$ cat config.mk
export PLATFORM = sky130hd
export DESIGN_NAME = alu_main
export DESIGN_NICKNAME = d
export VERILOG_FILES = /design/src/rtl/alu_main.sv
export SDC_FILE = /design/constraint.sdc
export NUM_CORES = 1
export LEC_CHECK = 0
export CORE_UTILIZATION = 56
export DETAILED_ROUTE_END_ITERATION = 6
export PLACE_DENSITY = 0.87
export SLEW_MARGIN = 20
export SYNTH_ARGS = -nofsm -noshare
export SYNTH_HDL_FRONTEND = slang
export SYNTH_SLANG_ARGS = --single-unit
$ cat constraint.sdc
create_clock -name clk -period 3.1 [get_ports clk]
set_input_delay 0.465 -clock clk [delete_from_list [all_inputs] [get_ports clk]]
set_output_delay 0.465 -clock clk [all_outputs]
set_load 0.02 [all_outputs]
$ cat src/rtl/alu_main.sv
// rtl/alu_main.sv - switch/LED board wrapper around a 6-bit registered ALU
// Optional OVF_LED_EN: implements the overflow register and drives led[6] from it.
module alu_main #(
    parameter int WIDTH = 6
) (
    input  logic       clk,
    input  logic       rst,
    input  logic [7:0] sw,
    input  logic       en,
    output logic [7:0] led
);

    localparam logic [1:0] SEL_A = 2'b00;
    localparam logic [1:0] SEL_B = 2'b01;
    localparam logic [1:0] SEL_F = 2'b10;

    localparam logic [2:0] OP_ADD = 3'b000;
    localparam logic [2:0] OP_SUB = 3'b001;
    localparam logic [2:0] OP_AND = 3'b010;
    localparam logic [2:0] OP_OR  = 3'b011;
    localparam logic [2:0] OP_XOR = 3'b100;
    localparam logic [2:0] OP_NOT = 3'b101;
    localparam logic [2:0] OP_SHL = 3'b110;
    localparam logic [2:0] OP_SHR = 3'b111;

    logic [1:0]       sel;
    logic [WIDTH-1:0] data;
    logic             load_p;

    logic [WIDTH-1:0] a_q, a_d;
    logic [WIDTH-1:0] b_q, b_d;
    logic [2:0]       f_q, f_d;
    logic [WIDTH-1:0] y_q, y_d;
    logic             z_q, z_d;
    logic             en_d_q;

    logic [WIDTH-1:0] alu_y;

    assign sel    = sw[7:6];
    assign data   = sw[WIDTH-1:0];
    assign load_p = en & ~en_d_q;

    always_comb begin
        alu_y = '0;
        case (f_q)
            OP_ADD:  alu_y = a_q + b_q;
            OP_SUB:  alu_y = a_q - b_q;
            OP_AND:  alu_y = a_q & b_q;
            OP_OR:   alu_y = a_q | b_q;
            OP_XOR:  alu_y = a_q ^ b_q;
            OP_NOT:  alu_y = ~a_q;
            OP_SHL:  alu_y = a_q << 1;
            OP_SHR:  alu_y = a_q >> 1;
            default: alu_y = '0;
        endcase
    end

    // Operand registers only change on the rising edge of the debounced button.
    always_comb begin
        a_d = a_q;
        b_d = b_q;
        f_d = f_q;
        if (load_p) begin
            case (sel)
                SEL_A:   a_d = data;
                SEL_B:   b_d = data;
                SEL_F:   f_d = data[2:0];
                default: ;
            endcase
        end
        y_d = alu_y;
        z_d = (alu_y == '0);
    end

    always_ff @(posedge clk) begin
        if (rst) begin
            a_q    <= '0;
            b_q    <= '0;
            f_q    <= '0;
            y_q    <= '0;
            z_q    <= 1'b0;
            en_d_q <= 1'b0;
        end else begin
            a_q    <= a_d;
            b_q    <= b_d;
            f_q    <= f_d;
            y_q    <= y_d;
            z_q    <= z_d;
            en_d_q <= en;
        end
    end

`ifdef OVF_LED_EN
    logic ovf_q, ovf_d;

    // Signed overflow exists only for add and subtract.
    always_comb begin
        ovf_d = 1'b0;
        case (f_q)
            OP_ADD:  ovf_d = (a_q[WIDTH-1] == b_q[WIDTH-1]) && (alu_y[WIDTH-1] != a_q[WIDTH-1]);
            OP_SUB:  ovf_d = (a_q[WIDTH-1] != b_q[WIDTH-1]) && (alu_y[WIDTH-1] != a_q[WIDTH-1]);
            default: ovf_d = 1'b0;
        endcase
    end

    always_ff @(posedge clk) begin
        if (rst) begin
            ovf_q <= 1'b0;
        end else begin
            ovf_q <= ovf_d;
        end
    end

    assign led = {z_q, ovf_q, y_q};
`else
    assign led = {z_q, 1'b0, y_q};
`endif

endmodule

==> results by group <==
Run status
  • Run status: finished clean

Route
  • Via Count: 1337
  • Via density: 5.52
  • # DRC: 0
  • Iter 0 DRT Violations: 46
  • Final WL: 3.30 mm
  • Drt first pass iters: 4
  • Antenna Nets Post-Route: 0
  • Routed len/inst: 13.6 um

Hold path
  • Worst hold path class: reg2reg
  • Worst hold path depth: 4

Place
  • Gp weighted congestion: 0.911
  • IO Port Bufs: 17
  • DP HPWL: 2.52 mm
  • Area of placed instances: 1830 um2

Critical path
  • Kind of critical path: reg2reg
  • Worst setup SP type: register
  • CP max-delay cell: dfxtp_1
  • WP data arrival: 2.87 ns
  • CP max FO: 5
  • WP data required: 3.31 ns
  • CP Capture Type: register
  • CP peak stage delay: 0.39 ns
  • Worst-case reg-to-reg path depth: 10
  • Crit-path cells: inv_1 -> ha_1 -> mux2_2 -> inv_1 -> ha_1 -> nor2b_1 -> o31a_1 -> or2_0 -> a221o_1 -> and4_1

Clock network
  • CTS tree: built
  • Post-CTS Resized: 0
  • Hold buffers post-CTS: 0
  • Clock buffer count from CTS: 3
  • Clock Path Buffers: 2
  • CTS sink count: 23
  • Clock Latency Late Sink: 0.31 ns
  • Post-CTS setup buffer count: 0
  • Clock slew at the register clock pins of the worst setup and hold paths: 0.13 ns
  • Root buffer cell: clkbuf_4
  • H-tree depth: 1

STA
  • Fin Clk Skew: 0.00921 ns
  • RSZ-0062 raised after global routing: no
  • Tmin final: 2.66 ns
  • Max-slew violations: 0
  • Max Freq: 0.376 GHz
  • Hold slack: 0.671 ns
  • Final Hold Fails: 0
  • TNS Setup: 0 ns
  • Crit share post-route: 0.858
  • Final setup fails: 0

Cells and area
  • Share of layout cells above drive strength 1: 0.0995
  • Filler Cells Inserted: 219
  • Ant diodes: 0
  • Nets: 242
  • Synth-to-layout area growth: 12.7%
  • Fin util: 0.668
  • Cell area after layout: 1860 um2

Power
  • Power per cell area: 364 nW/um2
  • Static Leak: 0.747 nW
  • Pwr Total: 0.677 mW
  • Peak VDD IR: 0.000303 V

Die
  • Initial core utilization: 0.593
  • Die Ht: 56.3 um
  • # rows: 19
  • Core box area: 2780 um2
  • I/O Pins: 19
  • Area of the die: 3170 um2
  • Die W: 56.3 um

Yosys
  • Area leader, netlist: dfxtp_1
  • Post-synth top area share: 0.279
  • Async SR Flop Fraction: 0
  • Main synth FF type: dfxtp_1
  • Top post-synthesis cells by count: 38 x nor2_1, 23 x dfxtp_1, 20 x a21oi_1
  • Synth Cell Area: 1650 um2
  • Synth Warn #: 0
  • Sequential share of the synthesized area: 0.279
  • Synth Instances: 195
  • Synthesized net count: 225
  • Synth top area cells: dfxtp_1 28%, ha_1 14%, nor2_1 8.6%, a21oi_1 6.1%, inv_1 3.6%
  • Distinct cells, synth: 47
  • Syn Area/Cell: 8.46 um2
  • Post-synth EDFFs: 0
  • Synthesized flop and latch total: 23
  • Count leader, synth: nor2_1

Global routing
  • Remaining global-route overflow: 0
  • Initial antenna violation count: 0
  • Largest net degree at the start of global routing: 23
  • Number of global-route vias before repair: 1283
  • GRT Util Overall: 0.235
  • First-pass GRT wire length: 5.75 mm

Flow run
  • Max_cap viols: 0
-- report_power, final --
| group | switching [mW] | internal, mW |
|---|---|---|
| Sequential | 0.0101 | 0.316 |
| Combinational | 0.106 | 0.106 |
| Clock | 0.0894 | 0.0503 |
-- cells by family (layout without fill, tap and decap cells) --
| group | after synthesis | after routing | share of synthesized area |
|---|---|---|---|
| XOR/XNOR | 8 | 8 | 0.0425 |
| buffers and inverters | 27 | 43 | 0.0827 |
| adder cells (fa/ha/maj) | 19 | 19 | 0.149 |
| AND/OR/NAND/NOR | 63 | 63 | 0.193 |
| other | 1 | 1 | 0.00227 |
| AO/OA/AOI/OAI | 45 | 45 | 0.185 |
| flip-flops | 23 | 23 | 0.279 |
| multiplexers | 9 | 9 | 0.0668 |
-- routing by layer --
metal,part of all wire,vias to the layer above,global-route usage
li1,-,692,-
met1,0.46,603,0.303
met2,0.48,33,0.389
met3,0.030,9,0.0207
met4,0.033,0,0.122
met5,0,-,0
-- registers in the layout, indices dropped and copies added, names as in the netlist --
register,count
a_q,6
en_d_q,1
b_q,6
z_q,1
f_q,3
y_q,6
-- placed cells by master (no fill, tap or decap), drive strengths merged, types with 3 or more instances in the layout --
cell type / synthesis / routed
a211oi: 3 / 3
a21oi: 20 / 20
buf: 6 / 6
clkbuf: 5 / 4
clkdlybuf4s50: 0 / 17
dfxtp: 23 / 23
ha: 18 / 18
inv: 16 / 16
mux2: 3 / 3
mux2i: 5 / 5
nand2: 7 / 7
nor2: 38 / 38
nor2b: 7 / 7
o21ai: 5 / 5
xnor2: 6 / 6
-- worst max-delay path, delay by kind of cell (launching register included) --
family / cells / cell delay, ns
AO/OA/AOI/OAI: 2 / 0.62
AND/OR/NAND/NOR: 3 / 0.57
adder cells (fa/ha/maj): 2 / 0.51
flip-flops: 1 / 0.39
multiplexers: 1 / 0.29
buffers and inverters: 2 / 0.18
-- worst paths after layout --
| check | from | slack [ns] | end |
|---|---|---|---|
| max | b_q[0] | 0.44 | z_q |
| max reg2reg | b_q[0] | 0.44 | z_q |
| min | b_q[5] | 0.67 | b_q[5] |
| min reg2reg | b_q[5] | 0.67 | b_q[5] |
-- final cells by class --
| cell class | instances | area (um2) | share of cell area |
|---|---|---|---|
| Timing Repair Buffer | 23 | 215 | 0.116 |
| Clock buffer | 4 | 26.3 | 0.0141 |
| Multi-Input combinational cell | 145 | 1060 | 0.569 |
| Tap cell | 31 | 38.8 | 0.0209 |
| Inverter | 16 | 60.1 | 0.0323 |
| Sequential cell | 23 | 460 | 0.248 |
-- stage by stage --
step	std cells	setup slack, ns
final	242	0.439
after global routing	242	0.359
after CTS	242	0.451
after detailed placement	238	0.477
after global placement	238	0.583
after floorplan	195	0.560
Note: power is estimated with default switching activity, not from simulation.
